===== config.mk =====
export PLATFORM = sky130hd
export DESIGN_NAME = yuv422_packer
export DESIGN_NICKNAME = d
export VERILOG_FILES = /design/src/rtl/yuv_pkg.sv /design/src/rtl/yuv_pair_formatter.sv /design/src/rtl/yuv422_packer.sv
export SDC_FILE = /design/constraint.sdc
export NUM_CORES = 1
export LEC_CHECK = 0
export CAP_MARGIN = 20
export CORE_ASPECT_RATIO = 0.7
export CORE_MARGIN = 2
export CORE_UTILIZATION = 58
export DETAILED_ROUTE_END_ITERATION = 12
export DONT_BUFFER_PORTS = 1
export PLACE_DENSITY_LB_ADDON = 0.15
export SETUP_SLACK_MARGIN = 0.2
export SLEW_MARGIN = 20
export SYNTH_ARGS = -nofsm -noshare
export SYNTH_HDL_FRONTEND = slang
export SYNTH_SLANG_ARGS = --single-unit

===== constraint.sdc =====
create_clock -name clk_i -period 1.93 [get_ports clk_i]
set_input_delay 0.386 -clock clk_i [delete_from_list [all_inputs] [get_ports clk_i]]
set_output_delay 0.386 -clock clk_i [all_outputs]
set_load 0.03 [all_outputs]

===== src/rtl/yuv_pkg.sv =====
// Shared constants, UYVY byte-lane layout and packer state type for the YUV422 output stage.
package yuv_pkg;

  localparam int PIX_W   = 8;
  localparam int PIXEL_W = 3 * PIX_W;
  localparam int PAIR_W  = 32;
  localparam int WORD_W  = 64;

  // Byte lanes of a UYVY pair word
  localparam int U_LSB  = 0;
  localparam int Y0_LSB = 8;
  localparam int V_LSB  = 16;
  localparam int Y1_LSB = 24;

  // Component offsets within one {Y, U, V} pixel
  localparam int PIX_V_LSB = 0;
  localparam int PIX_U_LSB = 8;
  localparam int PIX_Y_LSB = 16;

  typedef enum logic {
    PK_EMPTY,
    PK_HALF
  } pk_state_t;

endpackage


===== src/rtl/yuv_pair_formatter.sv =====
// Stage 1: turns two YUV444 pixels into one registered UYVY pair word.
// Chroma is the rounded pair average when YUV422_CHROMA_AVG_EN is defined, else taken from pixel 0.
module yuv_pair_formatter #(
  parameter int PIX_W = 8
) (
  input  logic                clk_i,
  input  logic                reset_n_i,
  input  logic                frame_valid,
  input  logic                line_valid,
  input  logic                pixel_valid,
  input  logic [6*PIX_W-1:0]  pixel_data,
  output logic                s1_valid,
  output logic                s1_lv,
  output logic                s1_fv,
  output logic [4*PIX_W-1:0]  s1_pair
);
  import yuv_pkg::*;

  logic [PIX_W-1:0]   y0, y1, u0, u1, v0, v1;
  logic [PIX_W-1:0]   u_sel, v_sel;
  logic [4*PIX_W-1:0] pair_c;
  logic               accept;

  assign y0 = pixel_data[PIX_Y_LSB +: PIX_W];
  assign u0 = pixel_data[PIX_U_LSB +: PIX_W];
  assign v0 = pixel_data[PIX_V_LSB +: PIX_W];
  assign y1 = pixel_data[PIXEL_W + PIX_Y_LSB +: PIX_W];
  assign u1 = pixel_data[PIXEL_W + PIX_U_LSB +: PIX_W];
  assign v1 = pixel_data[PIXEL_W + PIX_V_LSB +: PIX_W];

`ifdef YUV422_CHROMA_AVG_EN
  // One extra bit keeps the rounded sum exact, so the average never saturates
  logic [PIX_W:0] u_sum, v_sum;
  assign u_sum = {1'b0, u0} + {1'b0, u1} + (PIX_W+1)'(1);
  assign v_sum = {1'b0, v0} + {1'b0, v1} + (PIX_W+1)'(1);
  assign u_sel = u_sum[PIX_W:1];
  assign v_sel = v_sum[PIX_W:1];
`else
  logic unused_chroma;
  assign unused_chroma = ^{u1, v1};
  assign u_sel = u0;
  assign v_sel = v0;
`endif

  always_comb begin
    pair_c                   = '0;
    pair_c[U_LSB  +: PIX_W]  = u_sel;
    pair_c[Y0_LSB +: PIX_W]  = y0;
    pair_c[V_LSB  +: PIX_W]  = v_sel;
    pair_c[Y1_LSB +: PIX_W]  = y1;
  end

  assign accept = pixel_valid & line_valid;

  always_ff @(posedge clk_i or negedge reset_n_i) begin
    if (!reset_n_i) begin
      s1_valid <= 1'b0;
      s1_lv    <= 1'b0;
      s1_fv    <= 1'b0;
      s1_pair  <= '0;
    end else begin
      s1_valid <= accept;
      s1_lv    <= line_valid;
      s1_fv    <= frame_valid;
      if (accept) begin
        s1_pair <= pair_c;
      end
    end
  end

endmodule


===== src/rtl/yuv422_packer.sv =====
// YUV444 pixel pairs -> 64-bit UYVY words (two pairs per word), frame/line valids delayed 3 cycles.
// Build option YUV422_CHROMA_AVG_EN selects rounded chroma averaging in the pair formatter.
module yuv422_packer #(
  parameter int PIX_W = 8
) (
  input  logic                clk_i,
  input  logic                reset_n_i,
  input  logic                frame_valid_i,
  input  logic                line_valid_i,
  input  logic                pixel_valid_i,
  input  logic [6*PIX_W-1:0]  pixel_data_i,
  output logic                frame_valid_o,
  output logic                line_valid_o,
  output logic                yuv_valid_o,
  output logic [8*PIX_W-1:0]  yuv_data_o,
  output logic                protocol_err_o
);
  import yuv_pkg::*;

  logic                s1_valid, s1_lv, s1_fv;
  logic [4*PIX_W-1:0]  s1_pair;
  logic                lv_d2, fv_d2;
  logic                fv_rise, lv_fall;

  pk_state_t           state, state_nxt;
  logic [4*PIX_W-1:0]  hold, hold_nxt;
  logic                out_vld_nxt;
  logic [8*PIX_W-1:0]  out_dat_nxt;

  yuv_pair_formatter #(.PIX_W(PIX_W)) u_fmt (
    .clk_i       (clk_i),
    .reset_n_i   (reset_n_i),
    .frame_valid (frame_valid_i),
    .line_valid  (line_valid_i),
    .pixel_valid (pixel_valid_i),
    .pixel_data  (pixel_data_i),
    .s1_valid    (s1_valid),
    .s1_lv       (s1_lv),
    .s1_fv       (s1_fv),
    .s1_pair     (s1_pair)
  );

  // lv_d2/fv_d2 double as the previous-cycle values of the stage-1 envelopes
  assign fv_rise = s1_fv & ~fv_d2;
  assign lv_fall = ~s1_lv & lv_d2;

  always_comb begin
    state_nxt   = state;
    hold_nxt    = hold;
    out_vld_nxt = 1'b0;
    out_dat_nxt = yuv_data_o;
    if (fv_rise) begin
      // New frame: a stale half word is dropped; a pair arriving now starts the frame
      state_nxt = PK_EMPTY;
      hold_nxt  = '0;
      if (s1_valid) begin
        hold_nxt  = s1_pair;
        state_nxt = PK_HALF;
      end
    end else begin
      case (state)
        PK_EMPTY: begin
          if (s1_valid) begin
            hold_nxt  = s1_pair;
            state_nxt = PK_HALF;
          end
        end
        PK_HALF: begin
          if (s1_valid) begin
            out_vld_nxt = 1'b1;
            out_dat_nxt = {s1_pair, hold};
            state_nxt   = PK_EMPTY;
          end else if (lv_fall) begin
            out_vld_nxt = 1'b1;
            out_dat_nxt = {{(4*PIX_W){1'b0}}, hold};
            state_nxt   = PK_EMPTY;
          end
        end
        default: state_nxt = PK_EMPTY;
      endcase
    end
  end

  always_ff @(posedge clk_i or negedge reset_n_i) begin
    if (!reset_n_i) begin
      state          <= PK_EMPTY;
      hold           <= '0;
      yuv_valid_o    <= 1'b0;
      yuv_data_o     <= '0;
      lv_d2          <= 1'b0;
      fv_d2          <= 1'b0;
      line_valid_o   <= 1'b0;
      frame_valid_o  <= 1'b0;
      protocol_err_o <= 1'b0;
    end else begin
      state          <= state_nxt;
      hold           <= hold_nxt;
      yuv_valid_o    <= out_vld_nxt;
      yuv_data_o     <= out_dat_nxt;
      lv_d2          <= s1_lv;
      fv_d2          <= s1_fv;
      line_valid_o   <= lv_d2;
      frame_valid_o  <= fv_d2;
      protocol_err_o <= protocol_err_o | (pixel_valid_i & ~line_valid_i);
    end
  end

endmodule


==> metrics.yaml, run 1 <==
run_status: "finished with violations"
violations: "negative hold slack"
drive_above_1_share: 0.320
num_antenna_cells: 0
leakagePower_nw: 2.72
synth_top_area_share: 0.685
p_total_mw: 8.78
core_region_area_um2: 8440
ctsRootBufferMaster: "clkbuf_16"
synth_seq_cells: 138
async_flop_share: 1.00
core.rowCount: 28
clock-sinks: 138
grt_antenna_before_repair: 0
die_h_um: 82.0
synthDominantAreaCellType: "dfrtp_1"
drc_errors: 0
drt-wirelength-per-cell_um: 21.4
rrSetupSlack_ns: 0.29
fin_tns_setup_ns: 0
floorplan.initialDensity: 0.597
critPathArrivalTime_ns: 1.92
critical_path.startpoint_type: "flop"
final_nets: 366
netlist_top_cells_count: "dfrtp_1 (138), a22o_1 (64), mux2_2 (36)"
synth_ff_type: "dfrtp_1"
average_cell_area_after_synthesis_um2: 16.9
final_period_util: 0.850
die_w_um: 115
wire_length_of_the_first_global_routing_pass_mm: 14.4
worst_skew_pair.late_latency_ns: 0.41
detailed_place_hpwl_mm: 5.75
grt_start_max_net_pins: 139
viasPerCell: 5.83
cp_slowest_cell: "dfrtp_1"
endpoint_kind: "flop"
critical_path_class: "flop to flop"
post_cts_hold_buffer_count: 2
finalSetupViolations: 0
rsz_0062_raised_after_global_routing: "no"
netlist_area_um2: 5040
timing.clock.skew_ns: 0.0117
synth_enable_flop_cells: 0
setup.worst_path.start: "u_fmt.s1_lv$_DFF_PN0_"
overflow_left_after_global_routing: 0
achievable_clock_frequency_mhz: 609
first_global_vias: 2650
postCtsSetupRepairBufs: 0
drt_pass1_iterations: 4
first_iter_violations: 142
io_pins: 121
area_growth_syn_to_layout_pct: 14.5
cts-buffers-inserted: 17
antenna_violating_nets_post_route: 0
hold_viol: 138
synthesis.yosys.warnings: 0
die_area_um2: 9470
tritoncts: "yes"
timing_max_transition_violations_final: 0
instance_count_of_the_mapped_netlist: 299
r2r-start: "u_fmt.s1_lv$_DFF_PN0_"
max-cap-violations: 0
synth.net_count: 352
timing.critical_path.required_ns: 2.21
groute.usage.overall: 0.211
crit_chain: "nor2b_1 -> o211ai_4 -> inv_4 -> buf_4 -> mux2_4"
worst_slew_pin_slew_ns: 0.551
post_synth_num_cell_types: 19
port_buffers: 0
largest_stage_delay_worst_path_ns: 0.37
relSlewSlack: 0.633
timing.final.crit_period_ns: 1.64
worst-path-max-fanout: 14
hold-worst-slack_ns: -0.323
cts.clk_slew.worst_paths_ns: 0.05
ir_drop_mv: 0.881
worst_r2r_endpoint: "yuv_data_o[26]$_DFFE_PN0P_"
worst-r2r-cell-count: 5
vias: 2576
holdCritPathClass: "primary input to async pin"
power.density_cell_area_nw_per_um2: 1520
gp_routability_congestion: 0.727
detail_route.wirelength_mm: 9.46
most_instantiated_library_cell_after_synthesis: "dfrtp_1"
synth.top_cells.by_area: "dfrtp_1 (68%), a22o_1 (11%), mux2_4 (8.3%)"
seq_area_frac_synth: 0.685
h-tree-depth: 4
cts_max_path_buffers: 2
## cell type report
| class | count | area (um2) |
|---|---|---|
| clock buffers | 25 | 485 |
| multi-input cells | 138 | 1480 |
| flip-flops and latches | 138 | 3450 |
| repair buffers | 14 | 123 |
| clock inverters | 3 | 65.1 |
| well taps | 120 | 150 |
| inverters | 4 | 17.5 |
| fillers | 598 | 2670 |
## per-layer routing
metal | track usage | routed length, um | vias up
met3 | 0.0959 | 707 | 10
li1 | - | - | 1125
met1 | 0.277 | 4370 | 1363
met4 | 0.0687 | 97 | 0
met5 | 0 | 0 | -
met2 | 0.317 | 4290 | 78
## worst max-delay path, delay by kind of cell, from the launching register on
kind | cells | cell delay (ns)
AO/OA/AOI/OAI | 1 | 0.11
multiplexers | 1 | 0.32
flip-flops | 1 | 0.37
AND/OR/NAND/NOR | 1 | 0.21
buffers and inverters | 2 | 0.49
## where the power goes
group	leakage, nW	switching (mW)	internal [mW]
Clock	0.269	1.05	1.97
Combinational	0.696	0.290	0.627
Sequential	1.75	1.32	3.52
Total	2.72	2.66	6.12
## logic make-up after synthesis
group / synth area share
AOI/OAI and AO/OA: 0.120
buffers and inverters: 0.0243
DFF: 0.685
muxes: 0.164
and+or+nand+nor: 0.00670
## state kept, by name, summed over array words and instances (netlist names)
register	flops
yuv_valid_o	1
yuv_data_o	64
line_valid_o	1
protocol_err_o	1
u_fmt.s1_pair	32
lv_d2	1
state	1
u_fmt.s1_fv	1
hold	32
u_fmt.s1_valid	1
frame_valid_o	1
u_fmt.s1_lv	1
fv_d2	1
## cells in the final DEF (no fill, tap or decap)
cell,Yosys,layout
nor2b_1,1,1
clkbuf_8,0,3
clkbuf_1,4,5
and3_1,1,1
inv_4,1,1
buf_4,0,11
mux2_2,36,36
dlygate4sd3_1,0,2
buf_12,0,1
o211ai_4,1,1
a21oi_4,0,1
dfrtp_1,138,138
o21a_1,1,1
a21o_1,1,1
mux2_4,28,28
nand2_1,1,1
bufinv_16,0,2
clkinv_2,0,1
inv_1,3,3
nand2b_4,1,1
a21oi_1,2,1
nor2_1,1,1
clkbuf_16,0,17
a22o_1,64,64
## worst max-delay path by stage
| stage | end | slack (ns) |
|---|---|---|
| detailed placement | yuv_data_o[0]$_DFFE_PN0P_ | 0.29 |
| CTS | yuv_data_o[26]$_DFFE_PN0P_ | 0.27 |
| floorplan | yuv_data_o[10]$_DFFE_PN0P_ | 0.56 |
| global route | yuv_data_o[29]$_DFFE_PN0P_ | 0.22 |
| finish | yuv_data_o[26]$_DFFE_PN0P_ | 0.29 |
| global placement | yuv_data_o[0]$_DFFE_PN0P_ | 0.32 |
## timing repair
item | in CTS | in global routing
hold endpoints to repair | 140 | 138
gates resized for setup | 0 | 0
setup endpoints to repair | 0 | 0
## through the flow
stage	area (um2)	worst slack (ns)	hold slack [ns]	instances	util
5_1_grt	5770	0.219	-0.347	442	0.684
4_1_cts	5770	0.271	-0.337	442	0.684
6_report	5770	0.289	-0.323	442	0.684
2_1_floorplan	5040	0.557	0.0904	299	-
3_3_place_gp	5200	0.321	0.0937	412	0.616
3_5_place_dp	5200	0.293	0.0934	412	0.616
(Power assumes the default switching activity.)
==> run 2, diff against run 1 <==
--- a/config.mk
+++ b/config.mk
@@ -9,6 +9,7 @@
 export CORE_ASPECT_RATIO = 0.7
 export CORE_MARGIN = 2
 export CORE_UTILIZATION = 58
+export CTS_BUF_LIST = sky130_fd_sc_hd__clkbuf_8 sky130_fd_sc_hd__clkbuf_16
 export DETAILED_ROUTE_END_ITERATION = 12
 export DONT_BUFFER_PORTS = 1
 export PLACE_DENSITY_LB_ADDON = 0.15
@@ -17,3 +18,4 @@
 export SYNTH_ARGS = -nofsm -noshare
 export SYNTH_HDL_FRONTEND = slang
 export SYNTH_SLANG_ARGS = --single-unit
+export TNS_END_PERCENT = 5
==> run 2 against run 1 <==
Compared with the run above: the flow still finishes with violations (negative hold slack); final cell count unchanged; first-iteration DRC count down 1.4%; routed wire length fell by 0.12%; critical path depth unchanged; clock power is essentially flat; critical path type unchanged; critical endpoint unchanged.
==> metrics.yaml, run 2 (synthesized netlist as in run 1, its figures left out) <==
worst_skew_pair.late_latency_ns: 0.41  # about the same
grt_start_max_net_pins: 139  # unchanged
rrSetupSlack_ns: 0.29  # about the same
vias: 2580  # +0.16%
drive_above_1_share: 0.320  # unchanged
n_fill_cell: 598  # unchanged
holdCritPathClass: "primary input to async pin"
die_w_um: 115  # unchanged
first_iter_violations: 140  # -1.4%
finalSetupViolations: 0  # unchanged
cts.repair.resized: 0  # unchanged
timing.critical_path.required_ns: 2.21  # about the same
gr_met2_demand_resource: 0.317  # unchanged
multi_input_area_um2: 1480  # unchanged
hold_viol: 138  # unchanged
grt-busiest-layer: "met2"
fin_cells: 442  # unchanged
die_h_um: 82.0  # unchanged
h-tree-depth: 4  # unchanged
ir_drop_mv: 0.864  # -1.9%
timing.final.crit_period_ns: 1.64  # +0.0000780 ns
post_cts_hold_buffer_count: 2  # unchanged
cts.clk_slew.worst_paths_ns: 0.05  # about the same
core.rowCount: 28  # unchanged
achievable_clock_frequency_mhz: 609  # about the same
int_power_mw: 6.09  # -0.44%
worst_slew_pin_slew_ns: 0.550  # -0.000872 ns
final_period_util: 0.850  # about the same
timing_max_transition_violations_final: 0  # unchanged
p_comb_frac: 0.105  # about the same
grt_antenna_before_repair: 0  # unchanged
sequential_cell_area_um2: 3450  # unchanged
timing.clock.skew_ns: 0.0121  # +0.000401 ns
run_status: "finished with violations"
overflow_left_after_global_routing: 0  # unchanged
port_buffers: 0  # unchanged
seq_power_share: 0.553  # +0.002
switchingPower_mw: 2.67  # about the same
violations: "negative hold slack"
area_growth_syn_to_layout_pct: 14.5  # unchanged
final_nets: 366  # unchanged
met3_track_usage_gr: 0.0959  # unchanged
first_global_vias: 2650  # unchanged
worst-path-max-fanout: 14  # unchanged
worst-r2r-cell-count: 5  # unchanged
viasPerCell: 5.84  # +0.16%
r2r-start: "u_fmt.s1_lv$_DFF_PN0_"
largest_registers: "yuv_data_o (64), hold (32), u_fmt.s1_pair (32)"
die_area_um2: 9470  # unchanged
relSlewSlack: 0.633  # about the same
critical_path_class: "flop to flop"
detailed_place_hpwl_mm: 5.75  # unchanged
leakagePower_nw: 2.74  # +0.76%
tritoncts: "yes"
detail_route.wirelength_mm: 9.45  # -0.12%
critPathArrivalTime_ns: 1.92  # about the same
critical_path.startpoint_type: "flop"
fin_tns_setup_ns: 0  # unchanged
hold-worst-slack_ns: -0.323  # +0.00000300 ns
layout_common_cells: "dfrtp_1 (138), a22o_1 (64), mux2_2 (36)"
cts_max_path_buffers: 2  # unchanged
core_region_area_um2: 8440  # unchanged
groute.usage.overall: 0.211  # unchanged
worst_r2r_endpoint: "yuv_data_o[26]$_DFFE_PN0P_"
drt-wirelength-per-cell_um: 21.4  # -0.12%
pwr-share-clk: 0.343  # about the same
wire_length_of_the_first_global_routing_pass_mm: 14.4  # unchanged
postCtsSetupRepairBufs: 0  # unchanged
switching_fraction: 0.305  # +0.00113
drc_errors: 0  # unchanged
io_pins: 121  # unchanged
antenna_violating_nets_post_route: 0  # unchanged
max-cap-violations: 0  # unchanged
dp_cells: 412  # unchanged
rsz_0062_raised_after_global_routing: "no"
met1_usage: 0.277  # unchanged
gp_routability_congestion: 0.727  # unchanged
num_antenna_cells: 0  # unchanged
power.density_cell_area_nw_per_um2: 1520  # -0.28%
drt_pass1_iterations: 4  # unchanged
largest_register_ffs: 64  # unchanged
top_register: "yuv_data_o"
floorplan.initialDensity: 0.597  # unchanged
endpoint_kind: "flop"
ctsRootBufferMaster: "clkbuf_16"
clock-sinks: 138  # unchanged
cts-buffers-inserted: 17  # unchanged
layout_commonest_cell: "dfrtp_1"
run 2: cell types whose count changed in the layout (fill, tap and decap cells not counted), sizes merged:
cell	change
inv	+5
clkbuf	-5
run 2: cell type report:
class,instances,area share
clock buffers,20,0.0809
clock inverters,8,0.0145
inverters,4,0.00303
multi-input cells,138,0.256
flip-flops and latches,138,0.598
well taps,120,0.0260
repair buffers,14,0.0212
run 2: power by group through the flow:
stage	logic [mW]	clock network, mW	registers (mW)
after floorplan	0.797	0	4.72
after global placement	0.878	0	4.87
after detailed placement	0.914	0	4.89
after CTS	0.929	3.06	4.85
after global routing	0.985	3.21	4.92
final	0.917	3.00	4.84
run 2: per-stage QoR:
stage                util  power, mW  area (um2)  hold slack [ns]  setup slack, ns
finish              0.684       8.76        5770           -0.323            0.289
global route        0.684       9.12        5770           -0.347            0.219
CTS                 0.684       8.84        5770           -0.337            0.271
detailed placement  0.616       5.80        5200           0.0934            0.293
global placement    0.616       5.75        5200           0.0937            0.321
floorplan               -       5.51        5040           0.0904            0.557
run 2: per-layer routing:
layer | wire [um] | part of all wire
met4 | 97 | 0.010
met2 | 4290 | 0.45
met3 | 706 | 0.075
met1 | 4350 | 0.46
met5 | 0 | 0
run 2: worst max-delay path by stage:
stage / startpoint / to / slack [ns] / cells after the start
final: u_fmt.s1_lv$_DFF_PN0_ / yuv_data_o[26]$_DFFE_PN0P_ / 0.29 / 5
after detailed placement: u_fmt.s1_lv$_DFF_PN0_ / yuv_data_o[0]$_DFFE_PN0P_ / 0.29 / 5
after global routing: u_fmt.s1_lv$_DFF_PN0_ / yuv_data_o[26]$_DFFE_PN0P_ / 0.22 / 5
after floorplan: lv_d2$_DFF_PN0_ / yuv_data_o[10]$_DFFE_PN0P_ / 0.56 / 5
after global placement: u_fmt.s1_lv$_DFF_PN0_ / yuv_data_o[0]$_DFFE_PN0P_ / 0.32 / 5
after CTS: u_fmt.s1_lv$_DFF_PN0_ / yuv_data_o[26]$_DFFE_PN0P_ / 0.27 / 5
run 2: critical path: stages, from the launching register on:
cell      delay (ns)
dfrtp_1         0.37
nor2b_1         0.21
o211ai_4        0.11
inv_4           0.25
buf_4           0.24
mux2_4          0.32
==> run 3, diff against run 2 <==
--- a/config.mk
+++ b/config.mk
@@ -8,8 +8,9 @@
 export CAP_MARGIN = 20
 export CORE_ASPECT_RATIO = 0.7
 export CORE_MARGIN = 2
-export CORE_UTILIZATION = 58
+export CORE_UTILIZATION = 50
 export CTS_BUF_LIST = sky130_fd_sc_hd__clkbuf_8 sky130_fd_sc_hd__clkbuf_16
+export CTS_CLUSTER_SIZE = 20
 export DETAILED_ROUTE_END_ITERATION = 12
 export DONT_BUFFER_PORTS = 1
 export PLACE_DENSITY_LB_ADDON = 0.15
==> run 3 against run 2 <==
Compared with the run above: the run still ends with negative hold slack left; sequential power about the same; via count decreased by 1.2%; routed wire length increased by 1.2%; sequential share of layout area decreased by 0.73 points; setup slack improved by 0.093 ns; utilization decreased by 8.5 points; final cell count increased by 2.3%.
==> metrics.yaml, run 3 (synthesized netlist as in run 1, its figures left out) <==
run_status: "finished with violations"
violations: "negative hold slack"
postLayoutSetupSlackWorst_ns: 0.382  # +0.0926 ns
layout_common_cells: "dfrtp_1 (138), a22o_1 (64), mux2_2 (36)"
clock-sinks: 138  # unchanged
postCtsSetupRepairBufs: 0  # unchanged
timing_max_transition_violations_final: 0  # unchanged
largest_registers: "yuv_data_o (64), hold (32), u_fmt.s1_pair (32)"
worst_r2r_endpoint: "yuv_data_o[1]$_DFFE_PN0P_"
h-tree-depth: 4  # unchanged
die_h_um: 88.0  # +7.3%
drive_above_1_share: 0.327  # +0.00728
r2r-start: "u_fmt.s1_lv$_DFF_PN0_"
overflow_left_after_global_routing: 0  # unchanged
holdCritPathClass: "primary input to async pin"
finish.utilization: 0.599  # -0.0849
critical_path_class: "flop to flop"
tritoncts: "yes"
first_iter_violations: 143  # +2.1%
die_area_um2: 10900  # +15%
worst-path-max-fanout: 15  # +1
relSlewSlack: 0.730  # +0.0972
final_period_util: 0.802  # -0.0480
die_w_um: 124  # +7.4%
hold-worst-slack_ns: -0.328  # -0.00517 ns
timing.clock.skew_ns: 0.00515  # -0.00692 ns
worst-r2r-cell-count: 5  # unchanged
cts.clk_slew.worst_paths_ns: 0.06  # about the same
hold_viol: 138  # unchanged
cts.repair.resized: 0  # unchanged
ir_drop_mv: 0.830  # -3.9%
core_region_area_um2: 9760  # +16%
layout_commonest_cell: "dfrtp_1"
grt_start_max_net_pins: 139  # unchanged
rrSetupSlack_ns: 0.38  # +0.09 ns
antenna_violating_nets_post_route: 0  # unchanged
drt_pass1_iterations: 4  # unchanged
area_growth_syn_to_layout_pct: 15.9
dp_cells: 418  # +1.5%
grt_antenna_before_repair: 0  # unchanged
wire_length_of_the_first_global_routing_pass_mm: 15.2  # +5.5%
post_cts_hold_buffer_count: 2  # unchanged
fin_area_um2: 5840  # +1.2%
worst_skew_pair.late_latency_ns: 0.41  # about the same
timing.critical_path.required_ns: 2.22  # about the same
achievable_clock_frequency_mhz: 646  # +6.0%
critical_path.startpoint_type: "flop"
drt-wirelength-per-cell_um: 21.2  # -1.1%
floorplan.initialDensity: 0.517  # -0.0805
worst_slew_pin_slew_ns: 0.404  # -0.146 ns
critPathArrivalTime_ns: 1.84  # -0.08 ns
finalSetupViolations: 0  # unchanged
endpoint_kind: "flop"
cts_max_path_buffers: 2  # unchanged
detailed_place_hpwl_mm: 5.84  # +1.5%
final_nets: 364  # -0.55%
post_dp_cell_area_um2: 5220  # +0.43%
ctsRootBufferMaster: "clkbuf_16"
power.density_cell_area_nw_per_um2: 1540  # +1.4%
num_antenna_cells: 0  # unchanged
leakagePower_nw: 2.76  # +0.93%
preCtsSetupSlack_ns: 0.356  # +0.0630 ns
port_buffers: 0  # unchanged
first_global_vias: 2726  # +2.9%
timing.final.crit_period_ns: 1.55  # -0.0926 ns
viasPerCell: 5.64  # -3.4%
max-cap-violations: 0  # unchanged
io_pins: 121  # unchanged
top_register: "yuv_data_o"
groute.usage.overall: 0.191  # -0.0203
rsz_0062_raised_after_global_routing: "no"
vias: 2548  # -1.2%
detail_route.wirelength_mm: 9.56  # +1.2%
cts-buffers-inserted: 17  # unchanged
drc_errors: 0  # unchanged
gp_routability_congestion: 0.694  # -4.5%
p_total_mw: 8.99  # +2.6%
fin_tns_setup_ns: 0  # unchanged
fin_cells: 452  # +2.3%
core.rowCount: 30  # +7.1%
largest_register_ffs: 64  # unchanged
n_fill_cell: 763  # +28%
run 3: layer usage:
metal  vias to the layer above  global-route usage  share of wire
met4                         0              0.0695         0.0093
met3                        10              0.0905          0.094
li1                       1126                   -              -
met5                         -                   0              0
met1                      1323               0.257           0.45
met2                        89               0.272           0.44
run 3: report_power, final:
group,switching (mW),total (mW),internal [mW]
registers,1.32,4.84,3.52
clock network,1.13,3.24,2.11
logic,0.282,0.913,0.631
run 3: worst max path at each step:
stage / start / end / slack [ns] / cells past startpoint
floorplan: lv_d2$_DFF_PN0_ / yuv_data_o[10]$_DFFE_PN0P_ / 0.56 / 5
global placement: u_fmt.s1_lv$_DFF_PN0_ / yuv_data_o[2]$_DFFE_PN0P_ / 0.39 / 5
detailed placement: u_fmt.s1_lv$_DFF_PN0_ / yuv_data_o[1]$_DFFE_PN0P_ / 0.36 / 5
CTS: u_fmt.s1_lv$_DFF_PN0_ / yuv_data_o[1]$_DFFE_PN0P_ / 0.35 / 5
global route: u_fmt.s1_fv$_DFF_PN0_ / yuv_data_o[47]$_DFFE_PN0P_ / 0.30 / 4
finish: u_fmt.s1_lv$_DFF_PN0_ / yuv_data_o[1]$_DFFE_PN0P_ / 0.38 / 5
run 3: cell type report:
type,count,area [um2],share of cell area
Sequential cell,138,3450,0.591
Clock inverter,12,133,0.0227
Multi-Input combinational cell,138,1480,0.253
Inverter,4,17.5,0.00300
Tap cell,128,160,0.0274
Timing Repair Buffer,12,133,0.0227
Clock buffer,20,467,0.0799
run 3: critical path, cell delays in order, from the launching register on:
cell      delay [ns]
dfrtp_1         0.37
nor2b_1         0.21
o211ai_4        0.11
inv_4           0.19
buf_12          0.20
mux2_2          0.35
